$ cat config.mk
export PLATFORM = sky130hd
export DESIGN_NAME = ras_stack
export DESIGN_NICKNAME = d
export VERILOG_FILES = /design/src/rtl/ras_stack.sv
export SDC_FILE = /design/constraint.sdc
export NUM_CORES = 1
export LEC_CHECK = 0
export ABC_AREA = 1
export BUFFER_PORTS_ARGS = -buffer_cell sky130_fd_sc_hd__clkbuf_2
export CORE_ASPECT_RATIO = 0.5
export CORE_UTILIZATION = 35
export DETAILED_ROUTE_END_ITERATION = 10
export PLACE_DENSITY = 0.54
export SLEW_MARGIN = 40
export SYNTH_ARGS = -nofsm -noshare
export SYNTH_HDL_FRONTEND = slang
export SYNTH_SLANG_ARGS = --single-unit
$ cat constraint.sdc
create_clock -name CLK -period 2.58 [get_ports CLK]
set_input_delay 0.129 -clock CLK [delete_from_list [all_inputs] [get_ports CLK]]
set_output_delay 0.129 -clock CLK [all_outputs]
set_load 0.01 [all_outputs]
$ cat src/rtl/ras_stack.sv
// Return-address stack for call/return target prediction.
// Circular array of RAS_DEPTH entries with a top-of-stack pointer and a
// saturating valid-entry count. Pointer and count can be checkpointed
// through ras_index/ras_count and later restored. Overflow overwrites the
// oldest entry, and underflow still moves the pointer.
//
// Ports:
//   CLK            rising-edge clock for all state
//   RST            synchronous active-high reset (overrides everything)
//   push_valid     push push_target as the new top
//   push_target    return address to push
//   pop_valid      pop the top entry
//   pop_target     current top entry, combinational read of array[ptr]
//   pop_empty      high when the count is zero
//   ras_index      current top-of-stack pointer
//   ras_count      current valid-entry count
//   restore_valid  load pointer/count from a checkpoint (overrides push/pop)
//   restore_index  checkpointed pointer
//   restore_count  checkpointed count, clamped to RAS_DEPTH
module ras_stack #(
    parameter int unsigned RAS_DEPTH        = 8,
    parameter int unsigned RAS_TARGET_WIDTH = 12,
    parameter int unsigned LOG_RAS_DEPTH    = $clog2(RAS_DEPTH)
) (
    input  logic                        CLK,
    input  logic                        RST,
    input  logic                        push_valid,
    input  logic [RAS_TARGET_WIDTH-1:0] push_target,
    input  logic                        pop_valid,
    output logic [RAS_TARGET_WIDTH-1:0] pop_target,
    output logic                        pop_empty,
    output logic [LOG_RAS_DEPTH-1:0]    ras_index,
    output logic [LOG_RAS_DEPTH:0]      ras_count,
    input  logic                        restore_valid,
    input  logic [LOG_RAS_DEPTH-1:0]    restore_index,
    input  logic [LOG_RAS_DEPTH:0]      restore_count
);

    localparam int unsigned CW = LOG_RAS_DEPTH + 1;
    localparam logic [CW-1:0] FULL = CW'(RAS_DEPTH);

    logic [RAS_TARGET_WIDTH-1:0] mem [RAS_DEPTH];
    logic [LOG_RAS_DEPTH-1:0]    ptr_q;
    logic [LOG_RAS_DEPTH-1:0]    ptr_n;
    logic [CW-1:0]               cnt_q;
    logic [CW-1:0]               cnt_n;
    logic                        wr_en;
    logic [LOG_RAS_DEPTH-1:0]    wr_addr;

    // Next pointer/count and array write; restore beats push/pop.
    always_comb begin
        ptr_n   = ptr_q;
        cnt_n   = cnt_q;
        wr_en   = 1'b0;
        wr_addr = ptr_q;
        if (restore_valid) begin
            ptr_n = restore_index;
            cnt_n = (restore_count > FULL) ? FULL : restore_count;
        end else if (push_valid && pop_valid) begin
            // Return immediately followed by a call: replace the top in place.
            wr_en = 1'b1;
            cnt_n = (cnt_q == '0) ? CW'(1) : cnt_q;
        end else if (push_valid) begin
            ptr_n   = ptr_q + LOG_RAS_DEPTH'(1);
            wr_en   = 1'b1;
            wr_addr = ptr_q + LOG_RAS_DEPTH'(1);
            cnt_n   = (cnt_q == FULL) ? FULL : cnt_q + CW'(1);
        end else if (pop_valid) begin
            // Pointer moves even when empty so speculative underflow stays symmetric.
            ptr_n = ptr_q - LOG_RAS_DEPTH'(1);
            cnt_n = (cnt_q == '0) ? '0 : cnt_q - CW'(1);
        end
    end

    // State registers and array storage.
    always_ff @(posedge CLK) begin
        if (RST) begin
            ptr_q <= '0;
            cnt_q <= '0;
            for (int i = 0; i < int'(RAS_DEPTH); i++) begin
                mem[i] <= '0;
            end
        end else begin
            ptr_q <= ptr_n;
            cnt_q <= cnt_n;
            if (wr_en) begin
                mem[wr_addr] <= push_target;
            end
        end
    end

    assign pop_target = mem[ptr_q];
    assign pop_empty  = (cnt_q == '0);
    assign ras_index  = ptr_q;
    assign ras_count  = cnt_q;

endmodule

Word-level counts from Yosys, hierarchy flattened
Memories as Yosys holds them, arrays and structs flattened. A register that Yosys moved wholly into a read port is not among the register bits.
Cells that the tools add are included.
{"block": "op_classes", "add_sub_neg": 4, "multipliers": 0, "div_mod_pow": 0, "magnitude_cmp": 1, "eq_ne": 3, "shift": 0, "mux": 28, "bitwise": 0, "n_reduce_logical": 7}
{"op": "$mux 4", "count": 8}
{"op": "$mux 3", "count": 10}
{"op": "$mux 12", "count": 1}
{"op": "$reduce_or 12->1", "count": 1}
{"op": "$mux 1", "count": 9}
{"op": "$add 4x1->4 const B", "count": 1}
{"op": "$eq 4x4->1 const B", "count": 1}
{"op": "$gt 4x4->1 const B", "count": 1}
{"op": "$logic_not 4->1", "count": 1}
{"op": "$reduce_and 2->1", "count": 2}
{"op": "$reduce_bool 4->1", "count": 1}
{"op": "$sub 4x1->4 const B", "count": 1}
{"op": "$add 3x1->3 const B", "count": 1}
{"op": "$ne 3x3->1 const B", "count": 1}
{"op": "$reduce_bool 3->1", "count": 1}
{"op": "$sub 3x1->3 const B", "count": 1}
{"op": "$ne 2x2->1 const B", "count": 1}
{"op": "$logic_and 1x1->1", "count": 1}
{"block": "word_totals", "register_bits": 7, "latch_bits": 0, "ramBits": 96, "mem_bits_ro": 0, "out_inout_bits": 20, "word_cells": 46, "mem_count": 1}
{"name": "mem", "words": 8, "width": 12, "rd": 1, "rd_clocked_by_memory_dff": 1, "wr": 8, "line_no": "42", "text": "logic [RAS_TARGET_WIDTH-1:0] mem [RAS_DEPTH];"}

Longest topological paths before layout
Gate-level depths: netlist of the first run.
{"block": "logic_depth", "depth_word": 8, "mapped_depth": 9}

Worst setup path before layout of the first run
No wires, ideal clock.
{"block": "synth_timing", "path_kind": "register to register", "from": "register ptr_q[0] (netlist: ras_index[0])", "to": "memory mem[2][0] (enable)", "t_arrival_ns": 1.748, "t_required_ns": 2.230, "slack_ns": 0.482, "path_stages_with_launch": 10, "cell_sequence": "dfxtp_1 > inv_1 > ha_1 > inv_1 > o21ai_2 > inv_1 > nor2_1 > nand2_2 > buf_6 > nand2_1"}
{"element": "start: declaration", "line_no": "43", "text": "logic [LOG_RAS_DEPTH-1:0] ptr_q;"}
{"element": "start signal: assignment", "line_no": "84", "text": "ptr_q <= ptr_n;"}
{"element": "end: declaration", "line_no": "42"}

==> results_dict.tcl, run 1 <==
set metrics [dict create \
    status "finished clean" \
    preCtsSetupSlack_ns 0.419 \
    cp_data_arrival_time_ns 2.12 \
    synthTopCellsByArea "edfxtp_1 58%, nor2_1 10%, nand2_1 5.7%" \
    hold_class "input pin to register" \
    ant_nets 0 \
    cts_root_buffer "clkbuf_16" \
    row_count 30 \
    globalRouteOverflowTotal 0 \
    clock_latency_ns 0.34 \
    timing.final.crit_period_ns 2.14 \
    syn-num-nets 527 \
    wirelength_mm 10.9 \
    swShare 0.262 \
    setup_tns_ns 0 \
    postSynthCellCount 497 \
    synthTopCellsByCount "133 x nor2_1, 96 x edfxtp_1, 76 x nand2_1" \
    core_um2 13700 \
    yosys_warnings 0 \
    ys.flop_type "edfxtp_1" \
    syn_area_per_cell_um2 10.0 \
    tritoncts "done" \
    die_h_um 86.3 \
    clk_pin_slew_ns 0.07 \
    p_clk_frac 0.339 \
    die_w_um 171 \
    clock_sinks 106 \
    fmax_ghz 0.467 \
    gp_congestion 0.768 \
    synth.most_common_cell "nor2_1" \
    via_count 3517 \
    ys_async_sr_fraction 0 \
    drc 0 \
    rsz0062_at_grt "false" \
    cts_buffers 9 \
    finalHoldViolCount 0 \
    p_sw_uw 992 \
    worst_slew_pin_slew_ns 0.772 \
    path_class "register to register" \
    die_area_um2 14700 \
    maxSlewHeadroom 0.485 \
    power.leakage_uw 0.00239 \
    clk_path_buf_depth 2 \
    drt_iter0_drc 164 \
    report.final.slew_viol_count 0 \
    vdd_drop_max_mv 0.299 \
    start_util 0.363 \
    setup_viol 0 \
    ys_ff_latch 106 \
    p_per_area_nw_per_um2 664 \
    dp.final_hpwl_mm 7.62 \
    synth_edf_count 96 \
    p_seq_frac 0.526 \
    nets 570 \
    first_pass_iters 5 \
    worst_slack_ns 0.439 \
    syn_area_um2 4980 \
    grt_max_degree 49 \
    antenna_cells 0 \
    io_pins 44 \
    path_max_fanout 12 \
    min_period_over_period 0.830 \
    critPathCaptureType "register" \
    syn2layout_area_growth_pct 14.4 \
    antenna_found_initial 0 \
    grt_usage 0.158 \
    crit_required_ns 2.56 \
    cell_internal_pwr_uw 2790 \
    grt_pass1_vias 3410 \
    synth.yosys.seq_area_share 0.619 \
    startpoint_type "register" \
    combPwrFrac 0.135 \
    synth_top_area_frac 0.579 \
    portBuffers 43 \
    drive_above_1_share 0.145 \
    cts_max_level 3 \
    viasPerCell 4.77 \
    max_cap_viol_count 0 \
    routedWlPerCell_um 14.8 \
    ys_types 28 \
    post_cts_resize_count 0 \
    grt_pass1_wl_mm 17.6 \
    fill_cells 1340 \
    synth_top_area_cell "edfxtp_1" \
    skew_ns 0.00730 \
]
per-layer routing:
layer  GRT usage  wire length, um  vias to the layer above
li1            -                -                     1773
met1       0.216             5240                     1661
met2       0.253             5010                       79
met3      0.0374              582                        4
met4      0.0434               67                        0
met5           0                0                        -
stage by stage:
| step | util | area [um2] | hold slack, ns | power (uW) | std cells |
|---|---|---|---|---|---|
| 2_1_floorplan | - | 4980 | 0.198 | 2360 | 497 |
| 3_3_place_gp | 0.395 | 5410 | 0.341 | 2540 | 720 |
| 3_5_place_dp | 0.395 | 5410 | 0.353 | 2540 | 720 |
| 4_1_cts | 0.416 | 5700 | 0.0447 | 3820 | 737 |
| 5_1_grt | 0.416 | 5700 | 0.0873 | 3960 | 737 |
| 6_report | 0.416 | 5700 | 0.0561 | 3780 | 737 |
worst max-delay path, cell delays in order (launching register included):
cell	delay, ns
dfxtp_1	0.38
inv_1	0.11
ha_1	0.31
inv_1	0.06
o21ai_2	0.17
inv_1	0.08
nor2_1	0.19
nand2_2	0.07
nand2_1	0.42
cell usage in the layout, fill, tap and decap left out, types with 2 or more instances in the layout:
cell / Yosys / routed
o21ai_2: 2 / 2
buf_4: 1 / 13
dfxtp_1: 10 / 9
clkinvlp_4: 0 / 2
nand3_1: 14 / 14
a31oi_1: 2 / 2
clkbuf_16: 0 / 9
edfxtp_1: 96 / 96
mux2i_1: 24 / 24
a21oi_1: 7 / 7
ha_1: 6 / 6
inv_1: 33 / 33
nor2_1: 133 / 133
clkbuf_2: 0 / 43
xnor2_1: 2 / 2
nand2_2: 2 / 2
o22ai_1: 24 / 24
o21ai_0: 33 / 33
nand2_1: 76 / 76
power by group through the flow:
stage                     logic (uW)  registers (uW)  clock network, uW
after global routing             578            2000               1380
final                            510            1990               1280
after floorplan                  343            2020                  0
after CTS                        518            1990               1320
after global placement           510            2030                  0
after detailed placement         515            2030                  0
final timing paths:
| kind | startpoint | to | slack, ns | cells after the start |
|---|---|---|---|---|
| max reg2reg | ras_index[0] | mem[2][8] | 0.44 | 8 |
| min | restore_count[1] | ras_count[1] | 0.06 | 3 |
| max | ras_index[0] | mem[2][8] | 0.44 | 8 |
| min reg2reg | ras_count[0] | ras_count[0] | 0.56 | 2 |
timing repair:
item	4_1_cts	5_1_grt
endpoints found under the setup margin	0	0
setup buffers	0	0
hold endpoints to repair	1	0
hold buffers	1	0
state kept, by name (all words and copies together), names as in the netlist, named ones only:
| name | cells |
|---|---|
| mem | 96 |
| ras_count | 4 |
| ras_index | 3 |
logic make-up after synthesis:
group / Yosys count / synth area share
fa+ha+maj: 6 / 0.0151
compound gates: 71 / 0.0804
mux: 24 / 0.0483
simple gates: 228 / 0.181
xor+xnor: 3 / 0.00528
flops: 106 / 0.619
buf+inv: 59 / 0.0505
area by class of cell:
class                   count  area, um2  share of cell area
inverters                  34        128              0.0224
clock buffers              10        229              0.0402
well taps                 192        240              0.0422
clock inverters             6       48.8             0.00857
repair buffers             57        323              0.0567
flip-flops and latches    106       3080               0.541
multi-input cells         332       1640               0.289
Note: power is estimated with default switching activity, not from simulation.
==> run 2: changes to the inputs <==
PLACE_DENSITY = 0.55   (was 0.54)
clock period = 1.7 ns   (was 2.58 ns; I/O delays follow)
==> results_dict.tcl, run 2 (synthesized netlist as in run 1, its figures left out) <==
set metrics [dict create \
    core_um2 13700 \
    status "complete, but fails checks" \
    crit_required_ns 1.62 \
    clk_path_buf_depth 2 \
    violations "negative setup slack" \
    clock_latency_ns 0.36 \
    layout_commonest_cell "nor2_1" \
    cts_root_buffer "clkbuf_16" \
    portBuffers 43 \
    finalHoldViolCount 0 \
    multi_input_area_um2 2100 \
    combPwrFrac 0.183 \
    preCtsSetupSlack_ns -0.0677 \
    tritoncts "done" \
    skew_ns 0.00842 \
    cell_internal_pwr_uw 4470 \
    drt_iter0_drc 304 \
    grt_pass1_vias 3574 \
    globalRouteOverflowTotal 0 \
    p_sw_uw 1800 \
    setup_viol 95 \
    clk_pin_slew_ns 0.07 \
    max_cap_viol_count 0 \
    dp.final_hpwl_mm 8.02 \
    startpoint_type "register" \
    gp_congestion 0.782 \
    die_w_um 171 \
    reg2regPathDepth 7 \
    ant_nets 0 \
    hold_depth 3 \
    setup_tns_ns -1.18 \
    power.leakage_uw 0.00276 \
    cp_data_arrival_time_ns 1.66 \
    path_max_fanout 7 \
    start_util 0.363 \
    wirelength_mm 13.4 \
    design_area_um2 6650 \
    grt_pass1_wl_mm 19.4 \
    path_class "register to output port" \
    nets 600 \
    row_count 30 \
    critPathCaptureType "output port" \
    rsz0062_at_grt "true" \
    p_seq_frac 0.483 \
    largest_reg_flops 96 \
    swShare 0.286 \
    worst_slack_ns -0.0421 \
    fmax_ghz 0.574 \
    fill_cells 1252 \
    antenna_found_initial 0 \
    worst_slew_pin_slew_ns 0.698 \
    regArea_um2 3100 \
    min_period_over_period 1.02 \
    report.final.slew_viol_count 0 \
    via_count 3842 \
    grt_max_degree 49 \
    p_clk_frac 0.334 \
    grt_usage 0.178 \
    drc 0 \
    vdd_drop_max_mv 0.483 \
    layout_common_cells "112 x nor2_1, 96 x edfxtp_1, 61 x nand2_1, 38 x clkbuf_2, 30 x o21ai_0" \
    syn2layout_area_growth_pct 33.6 \
    cts_max_level 3 \
    maxSlewHeadroom 0.534 \
    clock_sinks 106 \
    placed_area_um2 5750 \
    io_pins 44 \
    p_per_area_nw_per_um2 943 \
    drive_above_1_share 0.299 \
    cts_buffers 9 \
    utilization 0.485 \
    hold_class "input pin to register" \
    first_pass_iters 5 \
    routedWlPerCell_um 17.5 \
    antenna_cells 0 \
    viasPerCell 5.01 \
    top_register "mem" \
    die_h_um 86.3 \
    die_area_um2 14700 \
    timing.final.crit_period_ns 1.74 \
]
## run 2: cell count changes in the layout (fill, tap and decap cells not counted), sizes merged
cell and change:
clkbuf -1, dlygate4sd3 +1, buf +25, clkinv +2, nand2 +4, clkinvlp -2, inv +1
## run 2: critical path, stage by stage (launching register included)
cell and delay (ns):
dfxtp_4 0.37, buf_12 0.15, clkbuf_16 0.19, mux2i_2 0.22, o22ai_1 0.09, nand2_1 0.06, nand2_1 0.07, buf_2 0.14
## run 2: final timing paths
kind / startpoint / to / slack, ns
max: register / pop_target[11] / -0.04
min: restore_count[2] / ras_count[2] / 0.01
max reg2reg: ras_index[0] / mem[2][6] / -0.03
min reg2reg: ras_count[0] / ras_count[0] / 0.51
## run 2: layer usage
metal  vias to the layer above  track usage  wire length, um
li1                       1845            -                -
met1                      1850        0.250             6340
met2                       133        0.276             5940
met3                        14       0.0347              962
met4                         0       0.0631              159
met5                         -            0                0
## run 2: final cells by class
type,instances,share of cell area
Clock buffer,9,0.0339
Clock inverter,7,0.0109
Inverter,34,0.0207
Multi-Input combinational cell,336,0.316
Sequential cell,106,0.466
Tap cell,192,0.0361
Timing Repair Buffer,83,0.116
## run 2: power by group through the flow
stage          logic [uW]  clock network [uW]  registers [uW]
2_1_floorplan         565                   0            3070
3_3_place_gp          889                   0            3080
3_5_place_dp          892                   0            3080
4_1_cts               999                2120            3020
5_1_grt              1250                2210            3040
6_report             1150                2100            3030
## run 2: timing repair
action | in CTS | in global routing
resized for setup | 33 | 61
hold buffers | 2 | 0
cloned | 5 | 7
endpoints found under the hold margin | 4 | 0
setup buffers | 4 | 2
setup endpoints to repair | 167 | 194
pin swaps | 1 | 13
## run 2: stage by stage
stage,hold slack [ns],total power (uW),instances
after floorplan,0.154,3630,497
after global placement,0.301,3960,732
after detailed placement,0.300,3970,732
after CTS,0.0139,6140,759
after global routing,0.0254,6500,767
final,0.0145,6270,767
